## config.mk

```make
export PLATFORM = sky130hd
export DESIGN_NAME = mem_access
export DESIGN_NICKNAME = d
export VERILOG_FILES = /design/src/rtl/mem_access_pkg.sv /design/src/rtl/mem_lane_align.sv /design/src/rtl/mem_access.sv
export SDC_FILE = /design/constraint.sdc
export NUM_CORES = 1
export LEC_CHECK = 0
export CAP_MARGIN = 15
export CORE_MARGIN = 2
export CORE_UTILIZATION = 39
export CTS_CLUSTER_DIAMETER = 30
export DETAILED_ROUTE_END_ITERATION = 7
export HOLD_SLACK_MARGIN = 0.05
export PLACE_DENSITY = 0.77
export SETUP_SLACK_MARGIN = 0.2
export SYNTH_ARGS = -nofsm -noshare
export SYNTH_HDL_FRONTEND = slang
export SYNTH_SLANG_ARGS = --single-unit
```

## constraint.sdc

```tcl
create_clock -name clk -period 1.7 [get_ports clk]
set_clock_uncertainty 0.1 [all_clocks]
set_input_delay 0.17 -clock clk [delete_from_list [all_inputs] [get_ports clk]]
set_output_delay 0.17 -clock clk [all_outputs]
set_load 0.02 [all_outputs]
```

## src/rtl/mem_access_pkg.sv

```systemverilog
// Shared defines for the memory stage: bus widths, writeback constants,
// mem_op encodings, FSM states and the latched transaction context.
package mem_access_pkg;

    localparam int unsigned RegBus     = 32;
    localparam int unsigned RegAddrBus = 5;
    localparam int unsigned MemOpBus   = 4;
    localparam int unsigned SelBus     = 4;

    localparam logic [RegAddrBus-1:0] NOPRegAddr   = '0;
    localparam logic [RegBus-1:0]     ZeroWord     = '0;
    localparam logic                  WriteDisable = 1'b0;
    localparam logic                  WriteEnable  = 1'b1;

    localparam logic [MemOpBus-1:0] OP_NONE = 4'd0;
    localparam logic [MemOpBus-1:0] OP_LB   = 4'd1;
    localparam logic [MemOpBus-1:0] OP_LBU  = 4'd2;
    localparam logic [MemOpBus-1:0] OP_LH   = 4'd3;
    localparam logic [MemOpBus-1:0] OP_LHU  = 4'd4;
    localparam logic [MemOpBus-1:0] OP_LW   = 4'd5;
    localparam logic [MemOpBus-1:0] OP_SB   = 4'd6;
    localparam logic [MemOpBus-1:0] OP_SH   = 4'd7;
    localparam logic [MemOpBus-1:0] OP_SW   = 4'd8;

    typedef enum logic {
        IDLE = 1'b0,
        BUS  = 1'b1
    } state_e;

    // Context captured when a transaction is launched, used on completion.
    typedef struct packed {
        logic [MemOpBus-1:0]   op;
        logic [1:0]            addr_lo;
        logic [RegAddrBus-1:0] wd;
        logic                  wreg;
    } mem_ctx_t;

    function automatic logic is_load(input logic [MemOpBus-1:0] op);
        return op inside {OP_LB, OP_LBU, OP_LH, OP_LHU, OP_LW};
    endfunction

    function automatic logic is_store(input logic [MemOpBus-1:0] op);
        return op inside {OP_SB, OP_SH, OP_SW};
    endfunction

endpackage

```

## src/rtl/mem_lane_align.sv

```systemverilog
// Big-endian lane select, store replication and load extension.
// MEM_ALIGN_CHECK_EN enables detection of misaligned half/word accesses.
module mem_lane_align
    import mem_access_pkg::*;
(
    input  logic [MemOpBus-1:0] req_op,
    input  logic [1:0]          req_addr_lo,
    input  logic [RegBus-1:0]   sdata,
    output logic [SelBus-1:0]   sel_c,
    output logic [RegBus-1:0]   wdata_c,
    output logic                misaligned_c,
    input  logic [MemOpBus-1:0] rsp_op,
    input  logic [1:0]          rsp_addr_lo,
    input  logic [RegBus-1:0]   rdata,
    output logic [RegBus-1:0]   load_data_c
);

    logic [7:0]  rd_byte;
    logic [15:0] rd_half;

    // Request side: lanes and replicated store data
    always_comb begin
        sel_c   = '0;
        wdata_c = sdata;
        case (req_op)
            OP_LB, OP_LBU, OP_SB: begin
                case (req_addr_lo)
                    2'd0:    sel_c = 4'b1000;
                    2'd1:    sel_c = 4'b0100;
                    2'd2:    sel_c = 4'b0010;
                    default: sel_c = 4'b0001;
                endcase
                wdata_c = {4{sdata[7:0]}};
            end
            OP_LH, OP_LHU, OP_SH: begin
                sel_c   = req_addr_lo[1] ? 4'b0011 : 4'b1100;
                wdata_c = {2{sdata[15:0]}};
            end
            OP_LW, OP_SW: sel_c = 4'b1111;
            default: ;
        endcase
    end

    always_comb begin
        misaligned_c = 1'b0;
`ifdef MEM_ALIGN_CHECK_EN
        case (req_op)
            OP_LH, OP_LHU, OP_SH: misaligned_c = req_addr_lo[0];
            OP_LW, OP_SW:         misaligned_c = |req_addr_lo;
            default: ;
        endcase
`endif
    end

    // Response side: pick the addressed lane and extend it
    always_comb begin
        case (rsp_addr_lo)
            2'd0:    rd_byte = rdata[31:24];
            2'd1:    rd_byte = rdata[23:16];
            2'd2:    rd_byte = rdata[15:8];
            default: rd_byte = rdata[7:0];
        endcase
        rd_half = rsp_addr_lo[1] ? rdata[15:0] : rdata[31:16];
        case (rsp_op)
            OP_LB:   load_data_c = {{24{rd_byte[7]}}, rd_byte};
            OP_LBU:  load_data_c = {24'd0, rd_byte};
            OP_LH:   load_data_c = {{16{rd_half[15]}}, rd_half};
            OP_LHU:  load_data_c = {16'd0, rd_half};
            default: load_data_c = rdata;
        endcase
    end

endmodule

```

## src/rtl/mem_access.sv

```systemverilog
// Memory-stage access unit: single req/ack bus transactions with timeout,
// pipeline stall request and registered writeback. Honors MEM_ALIGN_CHECK_EN.
module mem_access
    import mem_access_pkg::*;
#(
    parameter int unsigned TIMEOUT = 16
)
(
    input  logic                  clk,
    input  logic                  rst,
    input  logic [RegAddrBus-1:0] mem_wd,
    input  logic                  mem_wreg,
    input  logic [RegBus-1:0]     mem_wdata,
    input  logic [MemOpBus-1:0]   mem_op,
    input  logic [RegBus-1:0]     mem_addr,
    input  logic [RegBus-1:0]     mem_sdata,
    output logic [RegAddrBus-1:0] wb_wd,
    output logic                  wb_wreg,
    output logic [RegBus-1:0]     wb_wdata,
    output logic                  stall_req,
    output logic                  bus_req,
    output logic                  bus_we,
    output logic [RegBus-1:0]     bus_addr,
    output logic [SelBus-1:0]     bus_sel,
    output logic [RegBus-1:0]     bus_wdata,
    input  logic [RegBus-1:0]     bus_rdata,
    input  logic                  bus_ack,
    output logic                  bus_err,
    output logic                  align_exc
);

    localparam int unsigned CNT_W = 8;

    state_e                  state, state_nxt;
    logic [CNT_W-1:0]        cnt, cnt_nxt;
    mem_ctx_t                ctx, ctx_nxt;
    logic [RegAddrBus-1:0]   wb_wd_nxt;
    logic                    wb_wreg_nxt;
    logic [RegBus-1:0]       wb_wdata_nxt;
    logic                    bus_req_nxt, bus_we_nxt, bus_err_nxt, align_exc_nxt;
    logic [RegBus-1:0]       bus_addr_nxt, bus_wdata_nxt;
    logic [SelBus-1:0]       bus_sel_nxt;

    logic [SelBus-1:0]       sel_c;
    logic [RegBus-1:0]       wdata_c;
    logic [RegBus-1:0]       load_data_c;
    logic                    misaligned_c;

    mem_lane_align u_lane (
        .req_op       (mem_op),
        .req_addr_lo  (mem_addr[1:0]),
        .sdata        (mem_sdata),
        .sel_c        (sel_c),
        .wdata_c      (wdata_c),
        .misaligned_c (misaligned_c),
        .rsp_op       (ctx.op),
        .rsp_addr_lo  (ctx.addr_lo),
        .rdata        (bus_rdata),
        .load_data_c  (load_data_c)
    );

    // Next-state and next-output logic
    always_comb begin
        state_nxt     = state;
        cnt_nxt       = cnt;
        ctx_nxt       = ctx;
        wb_wd_nxt     = wb_wd;
        wb_wreg_nxt   = wb_wreg;
        wb_wdata_nxt  = wb_wdata;
        bus_req_nxt   = bus_req;
        bus_we_nxt    = bus_we;
        bus_addr_nxt  = bus_addr;
        bus_sel_nxt   = bus_sel;
        bus_wdata_nxt = bus_wdata;
        bus_err_nxt   = 1'b0;
        align_exc_nxt = 1'b0;
        stall_req     = 1'b0;

        case (state)
            IDLE: begin
                if (is_load(mem_op) || is_store(mem_op)) begin
                    wb_wreg_nxt = WriteDisable;
                    if (misaligned_c) begin
                        align_exc_nxt = 1'b1;
                    end else begin
                        stall_req     = 1'b1;
                        bus_req_nxt   = 1'b1;
                        bus_we_nxt    = is_store(mem_op);
                        bus_addr_nxt  = {mem_addr[RegBus-1:2], 2'b00};
                        bus_sel_nxt   = sel_c;
                        bus_wdata_nxt = wdata_c;
                        ctx_nxt       = '{op: mem_op, addr_lo: mem_addr[1:0],
                                          wd: mem_wd, wreg: mem_wreg};
                        cnt_nxt       = '0;
                        state_nxt     = BUS;
                    end
                end else begin
                    wb_wd_nxt    = mem_wd;
                    wb_wreg_nxt  = mem_wreg;
                    wb_wdata_nxt = mem_wdata;
                end
            end
            BUS: begin
                if (bus_ack) begin
                    bus_req_nxt = 1'b0;
                    bus_we_nxt  = 1'b0;
                    wb_wd_nxt   = ctx.wd;
                    wb_wreg_nxt = ctx.wreg;
                    if (is_load(ctx.op)) begin
                        wb_wdata_nxt = load_data_c;
                    end
                    state_nxt = IDLE;
                end else if (cnt == CNT_W'(TIMEOUT - 1)) begin
                    // Abort: release the pipeline in this final cycle
                    bus_req_nxt = 1'b0;
                    bus_we_nxt  = 1'b0;
                    bus_err_nxt = 1'b1;
                    wb_wreg_nxt = WriteDisable;
                    state_nxt   = IDLE;
                end else begin
                    stall_req   = 1'b1;
                    wb_wreg_nxt = WriteDisable;
                    cnt_nxt     = cnt + CNT_W'(1);
                end
            end
            default: state_nxt = IDLE;
        endcase
    end

    always_ff @(posedge clk) begin
        if (rst) begin
            state     <= IDLE;
            cnt       <= '0;
            ctx       <= '0;
            wb_wd     <= NOPRegAddr;
            wb_wreg   <= WriteDisable;
            wb_wdata  <= ZeroWord;
            bus_req   <= 1'b0;
            bus_we    <= 1'b0;
            bus_addr  <= ZeroWord;
            bus_sel   <= '0;
            bus_wdata <= ZeroWord;
            bus_err   <= 1'b0;
            align_exc <= 1'b0;
        end else begin
            state     <= state_nxt;
            cnt       <= cnt_nxt;
            ctx       <= ctx_nxt;
            wb_wd     <= wb_wd_nxt;
            wb_wreg   <= wb_wreg_nxt;
            wb_wdata  <= wb_wdata_nxt;
            bus_req   <= bus_req_nxt;
            bus_we    <= bus_we_nxt;
            bus_addr  <= bus_addr_nxt;
            bus_sel   <= bus_sel_nxt;
            bus_wdata <= bus_wdata_nxt;
            bus_err   <= bus_err_nxt;
            align_exc <= align_exc_nxt;
        end
    end

endmodule
```

Word-level counts from Yosys, hierarchy flattened
Index checks and enable logic that the tools add are counted.
{"block": "totals", "ff_bits": 128, "in_bits": 141, "output_inout_bits": 111, "word_cells": 89}
{"block": "classes", "n_addsub": 1, "eq_ne": 25, "n_mux": 32, "n_bitwise": 1, "reduce_logical": 15}
{"cell": "$pmux 32 s2", "count": 2}
{"cell": "$pmux 32 s4", "count": 1}
{"cell": "$mux 32", "count": 3}
{"cell": "$eq 4x3->1 const B", "count": 6}
{"cell": "$mux 8", "count": 3}
{"cell": "$pmux 4 s3", "count": 2}
{"cell": "$pmux 8 s3", "count": 1}
{"cell": "$eq 4x2->1 const B", "count": 4}
{"cell": "$mux 16", "count": 1}
{"cell": "$pmux 8 s2", "count": 1}
{"cell": "$mux 1", "count": 10}
{"cell": "$mux 5", "count": 2}
{"cell": "$ne 2x2->1 const B", "count": 5}
{"cell": "$pmux 5 s2", "count": 1}
{"cell": "$reduce_bool 5->1", "count": 2}
{"cell": "$reduce_or 3->1", "count": 3}
{"cell": "$add 8x1->8 const B", "count": 1}
{"cell": "$eq 4x1->1 const B", "count": 2}
{"cell": "$eq 8x4->1 const B", "count": 1}
{"cell": "$pmux 1 s2", "count": 4}
{"cell": "$reduce_and 2->1", "count": 3}
{"cell": "$reduce_and 3->1", "count": 2}
{"cell": "$eq 2x1->1 const B", "count": 2}
{"cell": "$eq 2x2->1 const B", "count": 2}
{"cell": "other kinds (9)", "count": 10}

Logic depth before layout (Yosys ltp)
Gate-level depths: netlist (run 1).
{"block": "logic_depth", "ltp_word": 6, "ltp_mapped": 8, "ltp_nobuf": 6}

Hierarchy
A second synthesis (run 1) with hierarchy kept.
{"block": "unflattened", "hier_cells": 748, "area_unflattened_um2": 6187.2}
{"mod": "mem_access", "n_inst": 1, "cells_per_inst": 592, "area_per_inst_um2": 4840.9, "seq_area_each_um2": 2582.5}
{"mod": "mem_lane_align", "n_inst": 1, "cells_per_inst": 156, "area_per_inst_um2": 1346.3, "seq_area_each_um2": 0.0}

Least setup slack after synthesis (run 1)
No wires, ideal clock.
{"block": "synth_timing", "path_type": "register to register", "startpoint": "register ctx[6] (netlist bit)", "endpoint": "register wb_wdata[16]", "setup_ns": 0.132, "arrival_ns": 1.699, "required_ns": 1.468, "setup_slack_ns": -0.232, "stages_incl_launch_ff": 8, "path_buffers": 2, "synth_period_minus_slack_ns": 1.932, "cell_sequence": "dfxtp_1 -> mux4_2 -> nand4b_1 -> and3_1 -> clkbuf_1 -> buf_2 -> a211o_1 -> a21oi_1"}
{"block": "synth_between", "elab_chain_cells": 6, "word_cells_on_any_way": 8, "cone_classes": "2 x eq/ne; 5 x mux; 1 x reduce/logical"}
{"item": "start, declared", "line": "mem_access.sv:36", "source": "mem_ctx_t ctx, ctx_nxt;"}
{"item": "start signal, assigned", "line": "mem_access.sv:148", "source": "ctx <= ctx_nxt;"}
{"item": "$eq 2x2->1 (tied with other cells)", "line": "mem_lane_align.sv:57", "source": "case (rsp_addr_lo)"}
{"item": "$pmux 8 s3 (*)", "line": "mem_lane_align.sv:57"}
{"item": "$pmux 32 s4 (*)", "line": "mem_lane_align.sv:64", "source": "case (rsp_op)"}
{"item": "$mux 32 (*)", "line": "mem_access.sv:109", "source": "if (is_load(ctx.op)) begin"}
{"item": "$mux 32 (*)", "line": "mem_access.sv:104", "source": "if (bus_ack) begin"}
{"item": "$pmux 32 s2 (*)", "line": "mem_access.sv:79", "source": "case (state)"}
{"item": "end signal, assigned", "line": "mem_access.sv:137", "source": "wb_wdata <= ZeroWord;"}
{"item": "end signal, assigned", "line": "mem_access.sv:151", "source": "wb_wdata <= wb_wdata_nxt;"}
{"item": "end, declared", "line": "mem_access.sv:19", "source": "output logic [RegBus-1:0] wb_wdata,"}
Every way passes the cells marked *; elsewhere a longest branch is shown, timed or not. The select of a mux whose other input is x is not followed.
A chain may end at the register's enable or synchronous reset.

Final worst setup path (run 1)
{"block": "layout_timing", "startpoint": "register ctx[8] (netlist bit)", "endpoint": "register wb_wdata[2]"}
{"block": "layout_between", "elab_chain_cells": 5, "word_cells_on_any_way": 12, "cone_classes": "6 x eq/ne; 4 x mux; 2 x reduce/logical"}
{"item": "$eq 4x3->1 (tied with other cells)", "line": "mem_access_pkg.sv:39, mem_lane_align.sv:64"}
{"item": "$pmux 32 s4", "line": "mem_lane_align.sv:64"}
{"item": "$mux 32", "line": "mem_access.sv:109"}
{"item": "$mux 32", "line": "mem_access.sv:104"}
{"item": "$pmux 32 s2", "line": "mem_access.sv:79"}
Parallel ways exist; a longest one is shown, timed or not. The select of a mux whose other input is x is not followed.

==> results.json, run 1 <==
{
  "grt_overflow_total": 0,
  "num_io_pins": 252,
  "core_area_mm2": 0.0151,
  "firstDrtPassIters": 5,
  "die-area_mm2": 0.0165,
  "synthDominantCellAreaShare_pct": 42.5,
  "cts-root-buf": "clkbuf_16",
  "total_leakage_power_nw": 4.77,
  "ys_top_cells_by_count": "nand2_1, dfxtp_1, a21oi_1, nor2_1, o21ai_0",
  "worstSkewPairLatency_ns": 0.43,
  "final_cells": 1298,
  "hold_path.class": "primary input to register",
  "die_h_um": 128,
  "required_ns": 1.94,
  "htreeDepth": 4,
  "cts.clk_slew.worst_paths_ns": 0.06,
  "pre_cts_slack_ns": -1.05,
  "avgSynthCellArea_um2": 8.04,
  "placementRows": 45,
  "synth_warnings": 0,
  "worst_pin_slew_ns": 0.553,
  "dr.first_iter.drc_count": 472,
  "placed_cells": 1216,
  "ys_async_sr_fraction_pct": 0,
  "synth_area_leaders": "dfxtp_1, nand2_1, a21oi_1",
  "hold_ws_ns": 0.124,
  "synth-seq-cells": 128,
  "antenna_found_initial": 0,
  "synth_top_area_cell": "dfxtp_1",
  "r2r_cells": 7,
  "nNetsFinal": 1239,
  "cts_tree": "built",
  "vias": 7386,
  "worstSetupEndpoint": "wb_wdata[2]",
  "fin_crit_ns": 2.01,
  "fin_crit_sh_pct": 118,
  "place.gp.congestion": 0.852,
  "status": "complete, but fails checks",
  "slew_headroom_pct": 63.1,
  "synth_edf_count": 0,
  "io_buffers": 248,
  "hold_viol_final": 0,
  "die_w_um": 128,
  "yosysMostFrequentCell": "nand2_1",
  "critical_path.startpoint": "ctx[8]",
  "r2r_start": "ctx[8]",
  "maxCapViolCount": 0,
  "nFillCells": 1047,
  "syn_inst": 751,
  "drive_gt1_share_pct": 32.0,
  "numCtsBuffers": 17,
  "power.density_mw_per_mm2": 906,
  "detail-route-antenna-nets": 0,
  "wl_per_cell_um": 20.2,
  "grtUsageTotal_pct": 27.0,
  "ys.flop_type": "dfxtp_1",
  "arrival_ns": 2.25,
  "numClockSinks": 128,
  "crit_type": "register to register",
  "grt_max_degree": 96,
  "r2r-end": "wb_wdata[2]",
  "area_growth_syn_to_layout_pct": 87.0,
  "grt_pass1_vias": 6782,
  "worst_slack_ns": -0.309,
  "routed_via_density": 5.69,
  "netlist_area_mm2": 0.00603,
  "crit_path_max_fanout": 7,
  "ir_worst_vdd_v": 0.000759,
  "routed_wl_mm": 26.2,
  "ys_seq_area_share_pct": 42.5,
  "start_util_pct": 39.8,
  "clockBufferDepth": 2,
  "cp-end-kind": "register",
  "yosysUniqueCellTypes": 60,
  "antenna_cells": 0,
  "max_freq_mhz": 498,
  "hpwlAfterDp_mm": 15.1,
  "setup_viol": 47,
  "drv_slew": 0,
  "grt_pass1_wl_mm": 35.1,
  "final_area_mm2": 0.0113,
  "drc": 0,
  "place_area_mm2": 0.00935,
  "worst-r2r-setup-slack_ns": -0.31,
  "violations": "setup timing",
  "start_kind": "register",
  "grt_setup_unrepaired": "true",
  "p_total_mw": 10.2
}
[flip-flops by register name, indices dropped and copies added (netlist names)]
register,flops
bus_wdata,32
wb_wd,5
bus_addr,30
bus_we,1
wb_wreg,1
ctx,12
state,1
bus_sel,4
wb_wdata,32
bus_req,1
bus_err,1
cnt,8
[where the power goes]
part           switching [mW]  internal, mW
clock                    1.50          2.07
combinational            1.69          1.54
sequential              0.166          3.26
[metrics by stage]
stage	util, %	setup TNS (ns)
after global routing	74.5	-11.08
after detailed placement	61.7	-87.06
after floorplan	-	-4.19
final	74.5	-7.72
after CTS	67.9	-6.32
after global placement	61.7	-80.21
[worst max-delay path, cell delays in order (launching register included)]
cell and delay (ns):
dfxtp_2 0.32, buf_6 0.12, or4b_4 0.56, o21a_4 0.17, a21oi_4 0.16, buf_12 0.15
o221ai_2 0.10, a211oi_1 0.24
[area by class of cell]
cell class                 instances  area (um^2)  share of cell area, %
clock buffer                      18          439                   3.89
clock inverter                    14          133                   1.18
inverter                           3         23.8                  0.211
multi-input combinational        561         4000                   35.4
sequential                       128         2570                   22.8
tap                              188          235                   2.08
timing repair buffer             386         3880                   34.4
[worst min-delay path by stage]
stage,endpoint,start,cells after the start,slack [ns]
finish,ctx[10],mem_op[2],4,0.12
global route,ctx[10],mem_op[2],4,0.12
CTS,bus_addr[19],mem_addr[19],3,0.17
detailed placement,bus_wdata[3],bus_wdata[3],2,0.35
floorplan,bus_wdata[10],mem_sdata[10],2,0.20
global placement,bus_addr[30],bus_addr[30],2,0.34
[per-layer routing]
metal	vias to the layer above	global-route usage (%)	wire length, um
met1	3504	32.0	9750
met3	94	9.02	2520
met5	-	0	0
li1	3358	-	-
met4	0	9.63	1080
met2	430	45.8	12800
[what timing repair did]
action,CTS,global route
resized for setup,183,156
setup endpoints to repair,235,124
cloned,5,10
setup buffers,11,24
pin swaps,16,36
hold buffers,0,0
[cells by family (layout without fill, tap and decap cells)]
logic type | count (synthesis) | in the layout | share of synthesized area, %
and+or+nand+nor | 262 | 263 | 18.0
AOI/OAI and AO/OA | 246 | 249 | 26.1
muxes | 38 | 38 | 6.68
other | 1 | 3 | 0.0621
DFF | 128 | 128 | 42.5
xor gates and xnor gates | 7 | 7 | 1.02
buffers and inverters | 68 | 421 | 5.43
adders and majority gates | 1 | 1 | 0.207
[cell usage in the layout (no fill, tap or decap), drive strengths merged, types with 4 or more instances in the layout]
cell,n
dlygate4sd2,105
inv,6
clkinv,7
dfxtp,128
a221oi,7
xor2,7
clkdlybuf4s50,135
a31oi,4
clkbuf,28
mux2,8
a211oi,20
mux2i,29
o21ai,41
nand2,160
o221ai,14
buf,133
a211o,17
and3,4
o22ai,7
a21oi,122
nor2,73
(Power assumes the default switching activity.)
==> run 2: changes to the inputs <==
--- a/config.mk
+++ b/config.mk
@@ -5,6 +5,7 @@
 export SDC_FILE = /design/constraint.sdc
 export NUM_CORES = 1
 export LEC_CHECK = 0
+export ABC_AREA = 0
 export CAP_MARGIN = 15
 export CORE_MARGIN = 2
 export CORE_UTILIZATION = 39
@@ -12,6 +13,7 @@
 export DETAILED_ROUTE_END_ITERATION = 7
 export HOLD_SLACK_MARGIN = 0.05
 export PLACE_DENSITY = 0.77
+export REMOVE_ABC_BUFFERS = 1
 export SETUP_SLACK_MARGIN = 0.2
 export SYNTH_ARGS = -nofsm -noshare
 export SYNTH_HDL_FRONTEND = slang
==> run 2 against run 1 <==
The flow still finishes with violations (setup timing). Total power grew 1.4%. Cell count shrank 1.1%. Hold slack lost 0.037 ns. Via count shrank 5.1%. Setup slack gained 0.11 ns. Clock power grew 5%. Non-clock buffer count shrank 10. Sequential cell count is the same. Largest cell class is now non-clock buffers. First-iteration DRC count shrank 14%. Critical path depth shrank 1. Wire length shrank 6.4%. Die area is the same.
==> results.json, run 2 (synthesis gave the netlist of run 1 again) <==
{
  "cts_tree": "built",
  "cts.clk_slew.worst_paths_ns": 0.06,
  "cts-root-buf": "clkbuf_16",
  "drv_slew": 0,
  "violations": "setup timing",
  "routed_via_density": 5.46,
  "arrival_ns": 2.13,
  "hold_ws_ns": 0.0862,
  "wl_per_cell_um": 19.1,
  "dr.first_iter.drc_count": 405,
  "grt_setup_unrepaired": "true",
  "hold_viol_final": 0,
  "power.density_mw_per_mm2": 917,
  "required_ns": 1.93,
  "grt_pass1_vias": 6731,
  "fin_crit_sh_pct": 112,
  "crit_path_max_fanout": 7,
  "hold_path.class": "primary input to register",
  "num_io_pins": 252,
  "routed_wl_mm": 24.5,
  "worst_pin_slew_ns": 0.738,
  "whs_path_depth": 4,
  "r2r_cells": 6,
  "status": "complete, but fails checks",
  "numClockSinks": 128,
  "drive_gt1_share_pct": 31.1,
  "start_util_pct": 39.8,
  "vias": 7009,
  "placementRows": 45,
  "worstSkewPairLatency_ns": 0.41,
  "firstDrtPassIters": 5,
  "hpwlAfterDp_mm": 14.2,
  "start_kind": "register",
  "core_area_mm2": 0.0151,
  "final_common_cell": "clkdlybuf4s50_1",
  "antenna_found_initial": 0,
  "setup_viol": 40,
  "largestRegisters": "bus_wdata x32, wb_wdata x32, bus_addr x30",
  "io_buffers": 248,
  "clockBufferDepth": 2,
  "die-area_mm2": 0.0165,
  "fin_crit_ns": 1.90,
  "cp-end-kind": "register",
  "cp_slowest_cell": "or4b_4",
  "grt_pass1_wl_mm": 35.1,
  "totalNegativeSetupSlack_ns": -4.70,
  "max_freq_mhz": 527,
  "maxCapViolCount": 0,
  "total_leakage_power_nw": 4.84,
  "die_h_um": 128,
  "htreeDepth": 4,
  "detail-route-antenna-nets": 0,
  "crit_type": "register to register",
  "grt_max_degree": 96,
  "grt_overflow_total": 0,
  "antenna_cells": 0,
  "crit_chain": "or4b_4 > o21a_4 > a21oi_4 > buf_12 > o221ai_1 > a211oi_2",
  "nNetsFinal": 1225,
  "place.gp.congestion": 0.911,
  "final_cell_mix": "clkdlybuf4s50_1, dfxtp_1, nand2_1, dlygate4sd2_1, a21oi_1",
  "ir_worst_vdd_v": 0.000662,
  "slowest_delay_ns": 0.58,
  "grtUsageTotal_pct": 27.2,
  "numCtsBuffers": 17,
  "worst_slack_ns": -0.196,
  "die_w_um": 128,
  "area_growth_syn_to_layout_pct": 87.4,
  "drc": 0,
  "slew_headroom_pct": 50.7
}
## run 2: final timing paths
| kind | end | startpoint | slack [ns] |
|---|---|---|---|
| max reg2reg | wb_wdata[6] | ctx[8] | -0.20 |
| max | wb_wdata[6] | ctx[8] | -0.20 |
| min reg2reg | bus_addr[25] | bus_addr[25] | 0.35 |
| min | ctx[9] | mem_op[1] | 0.09 |
## run 2: repair_timing
item / 4_1_cts / 5_1_grt
hold buffers: 1 / 0
endpoints found under the hold margin: 1 / 0
setup buffers: 19 / 4
pin swaps: 33 / 47
gates resized for setup: 251 / 129
cloned: 12 / 8
setup endpoints to repair: 235 / 124
## run 2: worst max-delay path, delay by kind of cell (launching register included)
family	cells	cell delay, ns
buf+inv	1	0.15
flops	1	0.33
compound gates	4	0.65
simple gates	1	0.58
## run 2: where the power goes
part | switching [mW] | internal [mW]
combinational | 1.64 | 1.58
sequential | 0.153 | 3.26
clock | 1.47 | 2.27
## run 2: layout make-up
type | count | area (um^2)
Clock buffer | 19 | 453
Clock inverter | 13 | 150
Fill cell | 1039 | 3840
Inverter | 3 | 11.3
Multi-Input combinational cell | 557 | 3920
Sequential cell | 128 | 2570
Tap cell | 188 | 235
Timing Repair Buffer | 376 | 3970
## run 2: per-layer routing
layer,vias to the layer above,track usage [%],wire length (um)
li1,3330,-,-
met1,3293,32.6,9640
met2,335,45.2,11900
met3,51,9.44,2290
met4,0,9.95,634
met5,-,0,0
## run 2: per-stage QoR
step	worst slack [ns]	utilization, %	instances	power [mW]	area, um^2
global placement	-0.742	61.0	1208	5.97	9230
global route	-0.232	74.7	1284	10.8	11300
detailed placement	-0.749	61.0	1208	5.99	9230
CTS	-0.162	70.0	1272	10.0	10600
floorplan	-1.98	-	688	4.58	5730
finish	-0.196	74.7	1284	10.4	11300
==> RTL edit 1: new RTL, flow settings as in run 2 <==
The package constant `MemOpBus` goes from 4 to 5.
--- a/src/rtl/mem_access_pkg.sv
+++ b/src/rtl/mem_access_pkg.sv
@@ -4,7 +4,7 @@
 
     localparam int unsigned RegBus     = 32;
     localparam int unsigned RegAddrBus = 5;
-    localparam int unsigned MemOpBus   = 4;
+    localparam int unsigned MemOpBus   = 5;
     localparam int unsigned SelBus     = 4;
 
     localparam logic [RegAddrBus-1:0] NOPRegAddr   = '0;
Ports: changed (resized mem_op); port bits go from 252 to 253. No check against the original RTL was run, so the function may have changed too.
==> RTL edit 1 against run 2 <==
  * The flow still finishes with violations (negative setup slack)
  * Combinational power fell by 6%
  * Setup slack got worse by 0.13 ns
  * Sequential cell count rose by 1
  * Wire length rose by 30%
  * Hold slack improved by 0.0017 ns
  * Power rose by 4.4%
  * Final area rose by 12%
  * Clock power rose by 18%
  * Area after synthesis rose by 1.7%
  * Critical path type unchanged
  * Largest cell class unchanged
==> RTL edit 1: results (changes against run 2) <==
outcome:
  status: "complete, but fails checks"  # unchanged
  violations: "negative setup slack"  # unchanged
worst_hold_path:
  worstHoldPathCells: 3  # was 4
  hp-class: "in -> reg"  # unchanged
  holdPathEnd: "wb_wdata[25]"  # was ctx[9]
  worstHoldStart: "rst"  # was mem_op[1]
cts:
  clockRootBuffer: "clkbuf_16"  # unchanged
  insertion_delay_ns: 0.43  # was 0.41 ns
  clkTransAtPathRegs_ns: 0.06  # about the same
worst_setup_path:
  ff2ff_path_depth: 6  # unchanged
  arrival_ns: 2.27  # was 2.13 ns
  worstReg2RegEnd: "wb_wdata[13]"  # was wb_wdata[6]
grt:
  grt_pass1_vias: 6965  # was 6731
  grt_first_pass_wirelength_mm: 37.3  # was 35.1 mm
  antenna_found_initial: 0  # unchanged
  grt_max_degree: 99  # was 96
  grt_use_total: 0.287  # was 0.272
route:
  first_iter_violations: 469  # was 405
  routed_wl_mm: 31.9  # was 24.5 mm
  via_count: 7825  # was 7009
  firstDrtPassIters: 6  # was 5
place:
  place_congestion: 0.870  # was 0.911
  place_worst_setup_slack_ns: -0.863  # was -0.749 ns
  port_buffers: 249  # was 248
  placed_cell_area_mm2: 0.00949  # was 0.00923 mm2
  dp_hpwl_mm: 15.1  # was 14.2 mm
synthesis:
  yosys-top-cells-count: "dfxtp_1 (129), nand2_1 (112), a21oi_1 (81)"  # was nand2_1 (160), dfxtp_1 (128), a21oi_1 (119)
  synthDistinctLibCells: 56  # was 60
  ys_seq_area_frac: 0.421  # was 0.425
  async_flop_share: 0  # unchanged
  yosysWarningCount: 0  # unchanged
  synth.area.top_cells: "dfxtp_1 (42%), nand2_1 (6.9%), a21oi_1 (6.6%)"  # was dfxtp_1 (42%), nand2_1 (10%), a21oi_1 (9.9%)
finish:
  nets: 1245  # was 1225
  top_regs: "bus_wdata x32, wb_wdata x32, bus_addr x30"  # unchanged
  drive_gt1_frac: 0.405  # was 0.311
  n_antenna_cell: 0  # unchanged
  syn_to_final_growth_pct: 107  # was 87.4%
timing:
  setup_violations: 52  # was 40
  finalWorstSetupSlack_ns: -0.329  # was -0.196 ns
  worst_pin_slew_ns: 0.729  # was 0.738 ns
power:
  power.switching_uw: 3200  # was 3260 uW
  p_leak_uw: 0.00537  # was 0.00484 uW
  ir_worst_vdd_mv: 0.784  # was 0.662 mV
==> RTL edit 1: critical path, stage by stage (launching register included) <==
cell	delay [ns]
dfxtp_4	0.36
or3b_4	0.39
a211o_4	0.38
buf_12	0.16
nor2_2	0.14
o221ai_2	0.16
a311oi_1	0.23
==> RTL edit 1: kinds of logic after synthesis <==
group,count (synthesis),share of synthesized area
AOI/OAI and AO/OA,231,0.254
xor gates and xnor gates,6,0.00856
adders and majority gates,1,0.00204
buffers and inverters,67,0.0534
DFF,129,0.421
muxes,44,0.0881
other,1,0.000611
and+or+nand+nor,236,0.172
==> RTL edit 1: routing by layer <==
metal  vias up  share of wire  routed length, um  GRT usage
met4         0          0.052               1670      0.118
met3       135           0.10               3330     0.0995
met1      3766           0.35              11100      0.332
met2       537           0.50              15800      0.486
met5         -              0                  0          0
li1       3387              -                  -          -
==> RTL edit 1: how the worst max path moves through the flow <==
stage,endpoint,depth (start not counted),from,slack (ns)
2_1_floorplan,wb_wdata[0],5,state,-2.28
3_3_place_gp,wb_wdata[15],6,mem_op[0],-0.86
5_1_grt,wb_wdata[13],6,ctx[8],-0.39
3_5_place_dp,wb_wdata[15],6,mem_op[0],-0.86
4_1_cts,wb_wdata[13],5,ctx[10],-0.27
6_report,wb_wdata[13],6,ctx[8],-0.33
==> RTL edit 1: stage by stage <==
stage | instances | hold WS (ns) | setup TNS [ns] | utilization
3_5_place_dp | 1217 | 0.346 | -81.09 | 0.620
4_1_cts | 1286 | 0.0681 | -6.45 | 0.715
2_1_floorplan | 655 | 0.139 | -228.37 | -
5_1_grt | 1326 | 0.0710 | -11.19 | 0.828
6_report | 1326 | 0.0879 | -7.97 | 0.828
3_3_place_gp | 1217 | 0.340 | -79.09 | 0.620
==> RTL edit 1: layout make-up <==
cell class	instances	area (um2)
multi-input combinational	523	4430
sequential	129	2600
timing repair buffer	426	4660
fill	803	2640
clock buffer	20	467
clock inverter	12	229
tap	211	264
inverter	5	22.5
==> RTL edit 1: repair_timing <==
item / in CTS / in global routing
endpoints found under the setup margin: 235 / 121
pin swaps: 34 / 133
resized for setup: 235 / 283
hold buffers: 1 / 0
endpoints found under the hold margin: 1 / 0
setup buffers: 24 / 17
cloned: 12 / 23
==> RTL edit 1: power groups by stage <==
stage,combinational (uW),clock [uW],sequential [uW]
detailed placement,2110,0,3410
global placement,2090,0,3410
global route,3150,4540,3410
finish,3030,4400,3390
CTS,2320,4350,3340
floorplan,621,0,3670
==> RTL edit 2: new RTL, flow settings as in run 2 <==
Made on the original files. Put one more register stage on the output `bus_err`, with the module's reset. The value now appears one clock later. The other outputs are not delayed to match.
--- a/src/rtl/mem_access.sv
+++ b/src/rtl/mem_access.sv
@@ -30,6 +30,8 @@
 );
 
     localparam int unsigned CNT_W = 8;
+
+    logic bus_err_s0;
 
     state_e                  state, state_nxt;
     logic [CNT_W-1:0]        cnt, cnt_nxt;
@@ -140,7 +142,7 @@
             bus_addr  <= ZeroWord;
             bus_sel   <= '0;
             bus_wdata <= ZeroWord;
-            bus_err   <= 1'b0;
+            bus_err_s0 <= 1'b0;
             align_exc <= 1'b0;
         end else begin
             state     <= state_nxt;
@@ -154,9 +156,17 @@
             bus_addr  <= bus_addr_nxt;
             bus_sel   <= bus_sel_nxt;
             bus_wdata <= bus_wdata_nxt;
-            bus_err   <= bus_err_nxt;
+            bus_err_s0 <= bus_err_nxt;
             align_exc <= align_exc_nxt;
         end
     end
 
+    always_ff @(posedge clk) begin
+        if (rst) begin
+            bus_err <= '0;
+        end else begin
+            bus_err <= bus_err_s0;
+        end
+    end
+
 endmodule
Function: same outputs for any inputs over 4 cycles, from zero or initial values and one cycle with rst high; that may be too few to reach the edited logic, so the function may still have changed.
==> RTL edit 2 against run 2 <==
  * Global-route usage rose by 0.79 points
  * Wire length rose by 11%
  * First-iteration DRC count rose by 19%
  * Setup slack got worse by 0.074 ns
  * Area after synthesis fell by 0.70%
  * Power rose by 2.2%
  * The flow still finishes with violations (negative setup slack)
  * Sequential cell count rose by 1
  * Highest routed layer unchanged
  * Final area rose by 0.24%
  * Non-clock buffer count rose by 5
==> RTL edit 2: results (changes against run 2) <==
outcome:
  status: "complete, but fails checks"  # unchanged
  violations: "negative setup slack"  # unchanged
finish:
  seq_share: 0.229  # was 0.228
  final-nonclk-buf-share: 0.354  # was 0.351
  drive_gt1_frac: 0.301  # was 0.311
  seq_cell_count: 129  # was 128
  clockBufferCount: 20  # was 19
  n_antenna_cell: 0  # unchanged
  syn_to_final_growth_pct: 89.2  # was 87.4%
  num-multi-input-gates: 559  # was 557
  nets: 1233  # was 1225
  clkCellAreaFrac: 0.0550  # was 0.0533
  buffers: 381  # was 376
place:
  dp_hpwl_mm: 14.6  # was 14.2 mm
  placed_cell_area_mm2: 0.00921  # was 0.00923 mm2
  place_congestion: 0.850  # was 0.911
  place_worst_setup_slack_ns: -1.06  # was -0.749 ns
route:
  via_count: 7514  # was 7009
  route.met2.wl_mm: 13.2  # was 11.9 mm
  routed_wl_mm: 27.1  # was 24.5 mm
  wl_met1_mm: 9.58  # was 9.64 mm
  post_drt_via_cell_ratio: 5.82  # was 5.46
  first_iter_violations: 482  # was 405
floorplanning:
  core_area_mm2: 0.0151  # about the same
synthesis:
  ys_seq_area_frac: 0.431  # was 0.425
  yosys-top-cells-count: "nand2_1 (160), dfxtp_1 (129), a21oi_1 (127)"  # was nand2_1 (160), dfxtp_1 (128), a21oi_1 (119)
  netlist_instances: 755  # was 751
  async_flop_share: 0  # unchanged
grt:
  grt_first_pass_wirelength_mm: 35.8  # was 35.1 mm
  grt_pass1_vias: 7034  # was 6731
  met1_usage: 0.299  # was 0.326
  use_met2: 0.481  # was 0.452
  groute.layer.met3.usage: 0.108  # was 0.0944
  grt_use_total: 0.280  # was 0.272
power:
  power.switching_uw: 3300  # was 3260 uW
  p_leak_uw: 0.00479  # was 0.00484 uW
  p_comb_uw: 3290  # was 3210 uW
  power_frac_seq: 0.326  # was 0.329
timing:
  whs_ns: 0.0910  # was 0.0862 ns
  finalWorstSetupSlack_ns: -0.270  # was -0.196 ns
  fin_setup_tns_ns: -5.40  # was -4.70 ns
  setup_violations: 33  # was 40
worst_hold_path:
  hp-class: "in -> reg"  # unchanged
cts:
  h-tree-depth: 4  # unchanged
  clockRootBuffer: "clkbuf_16"  # unchanged
worst_setup_path:
  cp_max_fo: 6  # was 7
-- RTL edit 2: worst paths after layout --
kind,start,endpoint,cells past startpoint
worst min register to register,bus_err_s0,bus_err,1
worst max register to register,ctx[9],wb_wdata[5],5
worst min-delay path,mem_op[1],ctx[9],4
worst max-delay path,ctx[9],wb_wdata[5],5
-- RTL edit 2: worst max-delay path, stage by stage, from the launching register on --
cell and delay [ns]:
dfxtp_2 0.34, or4b_4 0.58, o21a_4 0.19, o311a_1 0.31, o221ai_2 0.21, a211oi_1 0.11
-- RTL edit 2: kinds of logic after synthesis --
kind of cell	synth area share
DFF	0.431
AOI/OAI and AO/OA	0.264
and+or+nand+nor	0.183
xor gates and xnor gates	0.0102
other	0.000626
buffers and inverters	0.0541
muxes	0.0555
adders and majority gates	0.00209
-- RTL edit 2: timing repair --
action	CTS	global route
pin swaps	27	32
hold buffers	1	0
gates cloned	9	14
resized for setup	232	143
setup endpoints to repair	234	111
buffers inserted	20	5
endpoints found under the hold margin	1	0
